[config.mk]
export PLATFORM = sky130hd
export DESIGN_NAME = gpu_rect_sender
export DESIGN_NICKNAME = d
export VERILOG_FILES = /design/src/rtl/gpu_pkg.sv /design/src/rtl/gpu_sender_delay.sv /design/src/rtl/gpu_rect_sender.sv
export SDC_FILE = /design/constraint.sdc
export NUM_CORES = 1
export LEC_CHECK = 0
export ABC_AREA = 1
export BUFFER_PORTS_ARGS = -buffer_cell sky130_fd_sc_hd__buf_2
export CORE_MARGIN = 2
export CORE_UTILIZATION = 40
export CTS_BUF_LIST = sky130_fd_sc_hd__clkbuf_4 sky130_fd_sc_hd__clkbuf_8 sky130_fd_sc_hd__clkbuf_16
export DETAILED_ROUTE_END_ITERATION = 12
export PLACE_DENSITY_LB_ADDON = 0.12
export SLEW_MARGIN = 20
export SYNTH_ARGS = -nofsm -noshare
export SYNTH_HDL_FRONTEND = slang
export SYNTH_HIERARCHICAL = 1
export SYNTH_SLANG_ARGS = --single-unit
[constraint.sdc]
create_clock -name clk -period 4.5 [get_ports clk]
set_clock_uncertainty 0.1 [all_clocks]
set_input_delay 0 -clock clk [delete_from_list [all_inputs] [get_ports clk]]
set_output_delay 0 -clock clk [all_outputs]
set_load 0.05 [all_outputs]
[src/rtl/gpu_pkg.sv]
// Shared definitions for the GPU rectangle sender: field phases, field offsets
// within a rectangle record, and batch geometry.
package gpu_pkg;

  typedef enum logic [2:0] {
    WAIT_FOR_START = 3'd0,
    READ_X         = 3'd1,
    READ_WIDTH     = 3'd2,
    READ_Y         = 3'd3,
    READ_HEIGHT    = 3'd4,
    READ_COLOR     = 3'd5
  } gpu_state_e;

  localparam int unsigned RECTS_PER_BATCH = 16;
  localparam int unsigned FIELDS_PER_RECT = 5;

  localparam int unsigned FIELD_X      = 0;
  localparam int unsigned FIELD_WIDTH  = 1;
  localparam int unsigned FIELD_Y      = 2;
  localparam int unsigned FIELD_HEIGHT = 3;
  localparam int unsigned FIELD_COLOR  = 4;

  function automatic logic [2:0] field_offset(input gpu_state_e s);
    logic [2:0] off;
    off = '0;
    case (s)
      READ_X:      off = 3'(FIELD_X);
      READ_WIDTH:  off = 3'(FIELD_WIDTH);
      READ_Y:      off = 3'(FIELD_Y);
      READ_HEIGHT: off = 3'(FIELD_HEIGHT);
      READ_COLOR:  off = 3'(FIELD_COLOR);
      default:     off = '0;
    endcase
    return off;
  endfunction

  function automatic gpu_state_e next_field(input gpu_state_e s);
    gpu_state_e n;
    n = WAIT_FOR_START;
    case (s)
      READ_X:      n = READ_WIDTH;
      READ_WIDTH:  n = READ_Y;
      READ_Y:      n = READ_HEIGHT;
      READ_HEIGHT: n = READ_COLOR;
      default:     n = WAIT_FOR_START;
    endcase
    return n;
  endfunction

endpackage

[src/rtl/gpu_sender_delay.sv]
// Fixed-depth data pipeline with synchronous clear; aligns memory read data
// with the receiver's control-tuple delay.
module gpu_sender_delay #(
  parameter int unsigned WIDTH  = 16,
  parameter int unsigned STAGES = 2
) (
  input  logic             clk_i,
  input  logic             rst_ni,
  input  logic             clr_i,
  input  logic [WIDTH-1:0] d_i,
  output logic [WIDTH-1:0] q_o
);

  generate
    if (STAGES == 0) begin : g_bypass
      assign q_o = d_i;
    end else begin : g_pipe
      logic [WIDTH-1:0] stage_q [STAGES];

      always_ff @(posedge clk_i or negedge rst_ni) begin
        if (!rst_ni) begin
          for (int unsigned i = 0; i < STAGES; i++) stage_q[i] <= '0;
        end else if (clr_i) begin
          for (int unsigned i = 0; i < STAGES; i++) stage_q[i] <= '0;
        end else begin
          stage_q[0] <= d_i;
          for (int unsigned i = 1; i < STAGES; i++) stage_q[i] <= stage_q[i-1];
        end
      end

      assign q_o = stage_q[STAGES-1];
    end
  endgenerate

endmodule

[src/rtl/gpu_rect_sender.sv]
// Transmit side of the GPU rectangle-load interface: walks all rectangles in
// batches of 16, field by field. Optional abort input via GPU_SENDER_ABORT_EN.
module gpu_rect_sender
  import gpu_pkg::*;
#(
  parameter int unsigned COORD_WIDTH = 10,
  parameter int unsigned RECT_COUNT  = 64,
  parameter int unsigned SCREEN_W    = 640,
  parameter int unsigned SCREEN_H    = 480,
  parameter int unsigned ADDR_WIDTH  = 16,
  parameter int unsigned DIN_LAG     = 3
) (
  input  logic                   clk,
  input  logic                   reset,
`ifdef GPU_SENDER_ABORT_EN
  input  logic                   abort,
`endif
  input  logic                   start,
  input  logic [ADDR_WIDTH-1:0]  base_addr,
  output logic [ADDR_WIDTH-1:0]  mem_addr,
  input  logic [15:0]            mem_data,
  output logic [2:0]             state,
  output logic [COORD_WIDTH-1:0] coord_generator,
  output logic [3:0]             rect_counter,
  output logic [1:0]             batch_counter,
  output logic                   batch_completed,
  output logic [15:0]            din,
  output logic                   busy,
  output logic                   done
);

  localparam int unsigned NUM_BATCHES = RECT_COUNT / RECTS_PER_BATCH;
  localparam logic [1:0] LAST_BATCH = 2'(NUM_BATCHES - 1);
  localparam logic [3:0] LAST_RECT  = 4'(RECTS_PER_BATCH - 1);
  localparam logic [COORD_WIDTH-1:0] W_LAST = COORD_WIDTH'(SCREEN_W - 1);
  localparam logic [COORD_WIDTH-1:0] H_LAST = COORD_WIDTH'(SCREEN_H - 1);
  localparam logic [ADDR_WIDTH-1:0] RECT_STRIDE  = ADDR_WIDTH'(FIELDS_PER_RECT);
  localparam logic [ADDR_WIDTH-1:0] BATCH_STRIDE = ADDR_WIDTH'(FIELDS_PER_RECT * RECTS_PER_BATCH);
  localparam int unsigned DRAIN_W = (DIN_LAG > 1) ? $clog2(DIN_LAG) : 1;
  localparam logic [DRAIN_W-1:0] DRAIN_LAST = DRAIN_W'(DIN_LAG - 1);

  gpu_state_e             state_q;
  logic                   bc_q;
  logic                   busy_q;
  logic                   done_q;
  logic                   draining_q;
  logic                   valid_q;
  logic [3:0]             rect_q;
  logic [1:0]             batch_q;
  logic [COORD_WIDTH-1:0] coord_q;
  logic [ADDR_WIDTH-1:0]  addr_q;
  logic [ADDR_WIDTH-1:0]  batch_base_q;
  logic [DRAIN_W-1:0]     drain_q;

  logic [COORD_WIDTH-1:0] sweep_last;
  logic                   rd_tuple;
  logic                   flush;
  logic [15:0]            pipe_in;

`ifdef GPU_SENDER_ABORT_EN
  assign flush = abort && busy_q;
`else
  assign flush = 1'b0;
`endif

  always_comb begin
    sweep_last = H_LAST;
    if (state_q == READ_X || state_q == READ_WIDTH) sweep_last = W_LAST;
  end

  // Only load-phase and colour tuples issue real reads; sweep tuples carry 0.
  assign rd_tuple = (state_q != WAIT_FOR_START) && (!bc_q || state_q == READ_COLOR);

  always_ff @(posedge clk or negedge reset) begin
    if (!reset) begin
      state_q      <= WAIT_FOR_START;
      bc_q         <= 1'b0;
      busy_q       <= 1'b0;
      done_q       <= 1'b0;
      draining_q   <= 1'b0;
      rect_q       <= '0;
      batch_q      <= '0;
      coord_q      <= '0;
      addr_q       <= '0;
      batch_base_q <= '0;
      drain_q      <= '0;
    end else begin
      done_q <= 1'b0;
      if (flush) begin
        state_q    <= WAIT_FOR_START;
        bc_q       <= 1'b0;
        busy_q     <= 1'b0;
        draining_q <= 1'b0;
        rect_q     <= '0;
        batch_q    <= '0;
        coord_q    <= '0;
        drain_q    <= '0;
      end else if (!busy_q) begin
        // done_q blocks a start coinciding with the completion pulse.
        if (start && !done_q) begin
          busy_q       <= 1'b1;
          state_q      <= READ_X;
          bc_q         <= 1'b0;
          rect_q       <= '0;
          batch_q      <= '0;
          coord_q      <= '0;
          addr_q       <= base_addr;
          batch_base_q <= base_addr;
        end
      end else if (draining_q) begin
        if (drain_q == DRAIN_LAST) begin
          draining_q <= 1'b0;
          busy_q     <= 1'b0;
          done_q     <= 1'b1;
        end else begin
          drain_q <= drain_q + 1'b1;
        end
      end else if (state_q == READ_COLOR) begin
        if (rect_q == LAST_RECT) begin
          rect_q  <= '0;
          coord_q <= '0;
          bc_q    <= 1'b0;
          if (batch_q != LAST_BATCH) begin
            batch_q      <= batch_q + 1'b1;
            batch_base_q <= batch_base_q + BATCH_STRIDE;
            addr_q       <= batch_base_q + BATCH_STRIDE;
            state_q      <= READ_X;
          end else begin
            batch_q    <= '0;
            state_q    <= WAIT_FOR_START;
            draining_q <= 1'b1;
            drain_q    <= '0;
          end
        end else begin
          rect_q  <= rect_q + 1'b1;
          coord_q <= coord_q + 1'b1;
          addr_q  <= addr_q + RECT_STRIDE;
        end
      end else if (!bc_q) begin
        if (rect_q == LAST_RECT) begin
          bc_q    <= 1'b1;
          rect_q  <= '0;
          coord_q <= '0;
        end else begin
          rect_q <= rect_q + 1'b1;
          addr_q <= addr_q + RECT_STRIDE;
        end
      end else begin
        if (coord_q == sweep_last) begin
          rect_q <= '0;
          if (state_q == READ_HEIGHT) begin
            state_q <= READ_COLOR;
            coord_q <= COORD_WIDTH'({batch_q, 4'b0000});
            addr_q  <= batch_base_q + ADDR_WIDTH'(FIELD_COLOR);
          end else begin
            state_q <= next_field(state_q);
            bc_q    <= 1'b0;
            coord_q <= '0;
            addr_q  <= batch_base_q + ADDR_WIDTH'(field_offset(next_field(state_q)));
          end
        end else begin
          coord_q <= coord_q + 1'b1;
        end
      end
    end
  end

  always_ff @(posedge clk or negedge reset) begin
    if (!reset) valid_q <= 1'b0;
    else if (flush) valid_q <= 1'b0;
    else valid_q <= rd_tuple;
  end

  assign pipe_in = valid_q ? mem_data : '0;

  gpu_sender_delay #(
    .WIDTH  (16),
    .STAGES (DIN_LAG - 1)
  ) u_delay (
    .clk_i  (clk),
    .rst_ni (reset),
    .clr_i  (flush),
    .d_i    (pipe_in),
    .q_o    (din)
  );

  assign state           = state_q;
  assign batch_completed = bc_q;
  assign rect_counter    = rect_q;
  assign batch_counter   = batch_q;
  assign coord_generator = coord_q;
  assign mem_addr        = addr_q;
  assign busy            = busy_q;
  assign done            = done_q;

endmodule
==> results.md, run 1 <==
- Mapped Cells: between 700 and 800
- Wire length per cell: 14.3 µm
- WL final: around 15000 µm
- Final Hold Viols: 0
- GRT Resource Usage Total: roughly a fifth
- Top-area cell type share of the netlist area: 40.7%
- Chip Width: about 120 µm
- Peak supply drop: 145 µV
- R2R depth: 11
- Critical Path End: batch_base_q[11]$_DFFE_PN0P_
- Ys flop type: dfrtp_1
- R2R Setup Slk: between 1.5 and 2 ns
- Total core area: 13400 µm²
- Antenna cells: 0
- DP Cell Count: between 1000 and 1500
- Max layer used: met4
- Initial core utilization: around two fifths
- #FFs+latches synth: 90
- Synth area leader: dfrtp_1
- WP data required: 4.64 ns
- Largest net degree at the start of global routing: between 60 and 70
- Antenna violations before repair: 0
- Detailed Routing Iterations Pass 1: 5
- RR Endpoint: batch_base_q[11]$_DFFE_PN0P_
- First-pass GRT wire length: ~25000 µm
- Post-layout worst setup margin: between 1.5 and 2 ns
- Maximum root-to-sink buffer count: 2
- Post-DP HPWL: around 11000 µm
- 1st-iter DRT viols: between 300 and 400
- Finished Layout Cells: ~1100
- Layout cell share with drive strength beyond 1: 15.2%
- Final Cycle Share: between 60 and 70%
- PortBufs: 88
- Post-layout min period: 2.96 ns
- Synth unique cells: 42
- Antenna Nets Post-Route: 0
- CTS clk-pin slew, worst paths: 0.07 ns
- Final setup violation count: 0
- Hold Path Stages: 5
- Via-to-Cell Ratio: around 5.0
- Drc violations: 0
- Final nets: 929
- H-tree levels: 3
- Fill cell count: roughly 1400
- CP arrival: about 3.1 ns
- Yosys synthesis warning count: 6
- Kind of end point of the critical path: register
- CP Launch Point: busy$_DFF_PN0_
- Mean post-synth cell area: 7.13 µm²
- CTS Buf Count: 9
- Total clock sinks: 90
- Vias in the first global route: slightly below 5000
- Static Leak: around 3.6 nW
- Routed met2 length: around 6600 µm
- Post-synth top cells: nand2_1 (214), inv_1 (112), dfrtp_1 (90)
- Synth-to-Final Area Change: 20.1%
- Clock tree from TritonCTS: built
- RR Startpoint: busy$_DFF_PN0_
- I/O pins: between 80 and 90
- Hold path start: base_addr[7]
- Worst-Margin Slew: roughly 0.81 ns
- Chip height: 122 µm
- Worst min path class: input pin to register
- Routed vias: 5343
- Worst Setup Start Kind: register
- Post-synth EDFFs: 0
- WL met3: about 1000 µm
- Crit Path Max Fanout: 31
- Max-slew violations: 0
- Most frequent cell after synthesis: nand2_1
- WL met1: about 7300 µm
- Final Wtd Congestion: 0.969
- FFs w/ async S/R, synth: 100%
- Clock root cell: clkbuf_16
- Die area: 14800 µm²
- Clock Latency Late Sink: between 0.3 and 0.4 ns
- Status: completed
- RSZ-0062 raised after global routing: false
- Setup bufs post-CTS: 0
- Netlist Area Pre-Place: between 5000 and 6000 µm²
- PD cells: 252 nW/µm²
- Slew headroom: between 40% and 50%
- MaxCap Viol Count: 0
- Largest cells by area after synthesis: dfrtp_1 (41%), nand2_1 (15%), inv_1 (7.6%), nand3_1 (5.7%), o21ai_0 (5.1%)
- Seq/Total Area, Yosys: 40.7%
- Max Clk Rate: 338 MHz
- TNS Setup: 0 ns
- Remaining global-route overflow: 0
- # rows: 42
- Critical path type: register to register
- Setup WS pre-CTS: ~1.6 ns
power by group:
part | switching [mW] | internal [mW]
Clock | 0.362 | 0.446
Sequential | 0 | 0.808
Combinational | 0.0310 | 0.0313
logic make-up after synthesis:
family	Yosys count	share of synthesized area [%]
other	1	0.0677
muxes	1	0.203
and+or+nand+nor	393	30.5
xor gates and xnor gates	17	2.69
buffers and inverters	158	12.7
DFF	90	40.7
AOI/OAI and AO/OA	105	10.3
adders and majority gates	12	2.85
metrics by stage:
step,power (mW),area (µm²),hold slack (ns),util (%)
2_1_floorplan,0.832,5560,-0.396,-
3_3_place_gp,0.863,5990,-0.162,44.7
3_5_place_dp,0.863,5990,-0.155,44.7
4_1_cts,1.70,6650,0.00747,49.6
5_1_grt,1.75,6650,0.0299,49.6
6_report,1.68,6650,0.0136,49.6
cells in the final DEF, fill, tap and decap left out, drive strengths merged:
cell type / n
nand4: 12
conb: 6
xnor2: 1
dlygate4sd3: 34
or2: 3
fa: 1
a22oi: 3
clkbuf: 9
a211oi: 1
buf: 89
nand2: 221
o21ai: 64
ha: 11
clkinv: 4
a21o: 1
o2111ai: 2
a31oi: 2
dfrtp: 90
o21bai: 1
nand3b: 3
bufinv: 1
inv: 126
a21boi: 2
xor2: 16
mux2: 1
nand3: 67
nor2: 78
a21oi: 26
nor3: 9
o211ai: 3
critical path, stage by stage (launching register included):
cell,delay [ns]
dfrtp_1,0.80
inv_2,0.45
nand2_1,0.16
nand2_1,0.07
inv_2,0.18
nand3_1,0.10
inv_1,0.10
nand2_1,0.11
inv_1,0.47
nand2_1,0.09
a21oi_1,0.15
a21oi_1,0.05
registers in the layout, summed over array words and instances (netlist names), 2 cells and up:
register	count
state	3
rect_counter	4
mem_addr	16
drain_q	2
batch_counter	2
u_delay/g_pipe.stage_q	16
u_delay/q_o	16
batch_base_q	16
coord_generator	10
layout make-up:
| type | instances | area (µm²) | share of cell area [%] |
|---|---|---|---|
| clock buffers | 9 | 225 | 3.39 |
| clock inverters | 7 | 92.6 | 1.39 |
| inverters | 124 | 468 | 7.04 |
| multi-input cells | 534 | 2600 | 39.1 |
| flip-flops and latches | 90 | 2250 | 33.9 |
| well taps | 176 | 220 | 3.31 |
| repair buffers | 123 | 791 | 11.9 |
worst min-delay path by stage:
stage               slack (ns)                             end
global placement         -0.16  coord_generator[8]$_DFFE_PN0P_
global route              0.03     batch_base_q[9]$_DFFE_PN0P_
finish                    0.01     batch_base_q[7]$_DFFE_PN0P_
floorplan                -0.40     batch_base_q[0]$_DFFE_PN0P_
CTS                      0.007     batch_base_q[9]$_DFFE_PN0P_
detailed placement       -0.16  coord_generator[8]$_DFFE_PN0P_
routing by layer:
layer,vias to the layer above,global-route usage [%]
met5,-,0
met4,0,6.54
met3,17,4.73
met2,195,31.6
met1,2491,30.9
li1,2640,-
repair_timing:
| action | 4_1_cts | 5_1_grt |
|---|---|---|
| hold buffers | 34 | 0 |
| gates resized for setup | 0 | 0 |
| endpoints found under the hold margin | 63 | 0 |
Note: power is estimated with default switching activity, not from simulation.
==> run 2: changes to the inputs <==
--- a/config.mk
+++ b/config.mk
@@ -5,7 +5,7 @@
 export SDC_FILE = /design/constraint.sdc
 export NUM_CORES = 1
 export LEC_CHECK = 0
-export ABC_AREA = 1
+export ABC_AREA = 0
 export BUFFER_PORTS_ARGS = -buffer_cell sky130_fd_sc_hd__buf_2
 export CORE_MARGIN = 2
 export CORE_UTILIZATION = 40
==> constraint.sdc (replaced) <==
create_clock -name clk -period 2.79 [get_ports clk]
set_clock_uncertainty 0.1 [all_clocks]
set_input_delay 0 -clock clk [delete_from_list [all_inputs] [get_ports clk]]
set_output_delay 0 -clock clk [all_outputs]
set_load 0.05 [all_outputs]
==> run 2 against run 1 <==
Area after synthesis down 3.1%. Highest routed layer unchanged. Setup slack lost 1.3 ns. Critical path depth is 1 lower. Flip-flop and latch count stayed put. Clock power increased by 49%. Worst hold slack improved by 0.055 ns. Sequential power rose by 75%. Core utilization grew 0.46 points. Critical endpoint is now mem_addr[14]$_DFFE_PN0P_. Non-clock buffer count increased by 23. Design area is 0.66% lower. Critical path type unchanged. Synthesized cell count down 22%.
==> results.md, run 2 <==
- WL final: 15200 µm (+0.38%)
- Hold Path Stages: 4 (-1)
- Routed vias: 4990 (-6.6%)
- Clock tree from TritonCTS: built
- Final setup violation count: 0 (unchanged)
- Final Wtd Congestion: 0.896 (-7.6%)
- Bufs and invs on worst path: 1 (-3)
- RR Startpoint: state[2]$_DFFE_PN0P_
- Int Power: 2.14 mW (+66%)
- # rows: 42 (unchanged)
- CP arrival: 2.70 ns (-0.40 ns)
- Clock Latency Late Sink: 0.36 ns (about the same)
- Placed Area: 5940 µm² (-0.88%)
- Antenna cells: 0 (unchanged)
- Antenna Nets Post-Route: 0 (unchanged)
- Post-synth EDFFs: 0 (unchanged)
- Kind of end point of the critical path: register
- Synth unique cells: 65 (+55%)
- Worst min path class: input pin to register
- Layout cell share with drive strength beyond 1: 20.7% (+5.5 points)
- Crit Path Max Fanout: 5 (-84%)
- Worst path slowest cell: dfrtp_2
- Comb pwr share: 15.5% (+12 points)
- Static Leak: 3.04 nW (-16%)
- Top-area cell type share of the netlist area: 42.0% (+1.3 points)
- Ys flop type: dfrtp_1
- Max-slew violations: 0 (unchanged)
- Status: completed
- Flop pwr share: 45.6% (-2.5 points)
- R2R depth: 10 (-1)
- Chip height: 120 µm (-1.5%)
- Detailed Routing Iterations Pass 1: 5 (unchanged)
- Mean post-synth cell area: 8.90 µm² (+25%)
- MaxCap Viol Count: 0 (unchanged)
- CP top delay family: compound AO/OA/AOI/OAI gates
- 1st-iter DRT viols: 274 (-27%)
- Remaining global-route overflow: 0 (unchanged)
- Net load switching power: 0.961 mW (+140%)
- PortBufs: 88 (unchanged)
- FF+latch area: 2260 µm² (+0.17%)
- GRT Resource Usage Total: 22.4% (+1.1 points)
- Drc violations: 0 (unchanged)
- TNS Setup: 0 ns (unchanged)
- CP Launch Point: state[2]$_DFFE_PN0P_
- Clk pwr share: 38.9% (-9.2 points)
- Area occupied by multi-input gates: 2820 µm² (+8.2%)
- Final Cycle Share: 92.8% (+27 points)
- Vias in the first global route: 4953 (+0.90%)
- RR Endpoint: mem_addr[14]$_DFFE_PN0P_
- Die area: 14400 µm² (-3.0%)
- Final instance area: 6610 µm² (-0.66%)
- First-pass GRT wire length: 25100 µm (+1.8%)
- Most frequent cells in the layout: dfrtp_1 (87), buf_2 (87), o21ai_0 (54)
- Chip Width: 120 µm (-1.5%)
- Post-DP HPWL: 10900 µm (-1.3%)
- Final Hold Viols: 0 (unchanged)
- PD cells: 469 nW/µm² (+86%)
- Total clock sinks: 90 (unchanged)
- Most frequent cell after synthesis: dfrtp_1
- WP data required: 2.90 ns (-1.74 ns)
- Largest net degree at the start of global routing: 47 (-28%)
- FFs w/ async S/R, synth: 100% (unchanged)
- Synth-to-Final Area Change: 23.1%
- Initial core utilization: 40.7% (-0.65 points)
- Synth area leader: dfrtp_1
- Post-synth top cells: dfrtp_1 (90), o21ai_0 (54), nand2_1 (49)
- CP cell instances: nor2b_2, ha_2, inv_1, fa_2, nand2b_4, a311oi_4, nand4_1, xnor2_1, a221oi_2, o21ai_0
- Hold path start: base_addr[4]
- Yosys synthesis warning count: 6 (unchanged)
- Final nets: 762 (-18%)
- Wire length per cell: 17.0 µm (+19%)
- Peak per-stage delay on the critical path: 0.42 ns (-0.38 ns)
- Sw Share: 31.0% (+7.6 points)
- I/O pins: 89 (unchanged)
- Total core area: 13200 µm² (-1.6%)
- Worst Setup Start Kind: register
- Largest cells by area after synthesis: dfrtp_1 (42%), nor2b_1 (5.4%), o21ai_0 (5.0%), nand2_1 (3.4%), buf_4 (3.2%)
- Endpoint, Worst Hold: batch_base_q[4]$_DFFE_PN0P_
- Peak supply drop: 226 µV (+56%)
- Mapped Cells: 603 (-22%)
- Netlist Area Pre-Place: 5370 µm² (-3.1%)
- Clock root cell: clkbuf_16
- RSZ-0062 raised after global routing: false
- Maximum root-to-sink buffer count: 2 (unchanged)
- Setup WS pre-CTS: 0.0957 ns (-1.51 ns)
- CTS clk-pin slew, worst paths: 0.07 ns (about the same)
- H-tree levels: 3 (unchanged)
- Seq/Total Area, Yosys: 42.0% (+1.3 points)
- Via-to-Cell Ratio: 5.57 (+11%)
- Max Clk Rate: 386 MHz (+14%)
- CTS Buf Count: 9 (unchanged)
- R2R Setup Slk: 0.20 ns (-1.33 ns)
- #FFs+latches synth: 90 (unchanged)
- Critical path type: register to register
- Antenna violations before repair: 0 (unchanged)
- Fill cell count: 1272 (-8.1%)
- Slew headroom: 52.5% (+6.5 points)
- Post-layout worst setup margin: 0.202 ns (-1.33 ns)
- Post-layout min period: 2.59 ns (-0.375 ns)
- Worst-Margin Slew: 0.709 ns (-0.101 ns)
## run 2: stage by stage
step                std cells  hold WS, ns  total power [mW]  util [%]
global route              896       0.0838              3.23      50.1
CTS                       893       0.0560              3.13      49.8
floorplan                 608       -0.396              1.73         -
global placement          843      -0.0432              1.87      45.0
finish                    896       0.0682              3.10      50.1
detailed placement        843      -0.0382              1.88      45.0
## run 2: final cells by class
class	count	area share, %
clock inverters	7	0.947
well taps	176	3.33
clock buffers	9	3.41
inverters	17	0.966
repair buffers	146	14.6
flip-flops and latches	90	34.1
multi-input cells	451	42.6
## run 2: routing by layer
metal	GRT usage, %	up-vias	share of wire, %
met5	0	-	0
met4	12.6	0	3.5
met2	37.6	137	49
met1	27.5	2457	43
li1	-	2364	-
met3	3.14	32	4.0
## run 2: cell families after synthesis
group | after synthesis | synth area share (%)
buffers and inverters | 67 | 6.55
adder cells (fa/ha/maj) | 12 | 2.94
AND/OR/NAND/NOR | 240 | 23.8
flip-flops | 90 | 42.0
AO/OA/AOI/OAI | 163 | 19.6
other | 1 | 0.0699
multiplexers | 5 | 0.956
XOR/XNOR | 25 | 4.08
## run 2: worst reg2reg max path, delay by kind of cell, from the launching register on
family                     cells  cell delay, ns
buffers and inverters          1            0.05
xor gates and xnor gates       1            0.17
adders and majority gates      2            0.54
AOI/OAI and AO/OA              3            0.70
and+or+nand+nor                3            0.46
DFF                            1            0.42
## run 2: power by group through the flow
stage / logic, mW / clock network (mW) / registers, mW
2_1_floorplan: 0.183 / 0 / 1.55
3_3_place_gp: 0.437 / 0 / 1.44
3_5_place_dp: 0.442 / 0 / 1.44
4_1_cts: 0.478 / 1.24 / 1.41
5_1_grt: 0.521 / 1.29 / 1.42
6_report: 0.479 / 1.20 / 1.41
## run 2: how the worst max path moves through the flow
stage	end	slack (ns)	cells past startpoint
after floorplan	mem_addr[14]$_DFFE_PN0P_	0.02	11
after global placement	mem_addr[4]$_DFFE_PN0P_	0.16	10
after detailed placement	mem_addr[14]$_DFFE_PN0P_	0.1	10
after CTS	mem_addr[14]$_DFFE_PN0P_	0.07	10
after global routing	mem_addr[14]$_DFFE_PN0P_	0.02	10
final	mem_addr[14]$_DFFE_PN0P_	0.20	10
## run 2: repair_timing
| action | in CTS | in global routing |
|---|---|---|
| hold endpoints to repair | 82 | 0 |
| endpoints found under the setup margin | 0 | 4 |
| setup buffers | 0 | 3 |
| hold buffers | 34 | 0 |
| gates resized for setup | 0 | 5 |
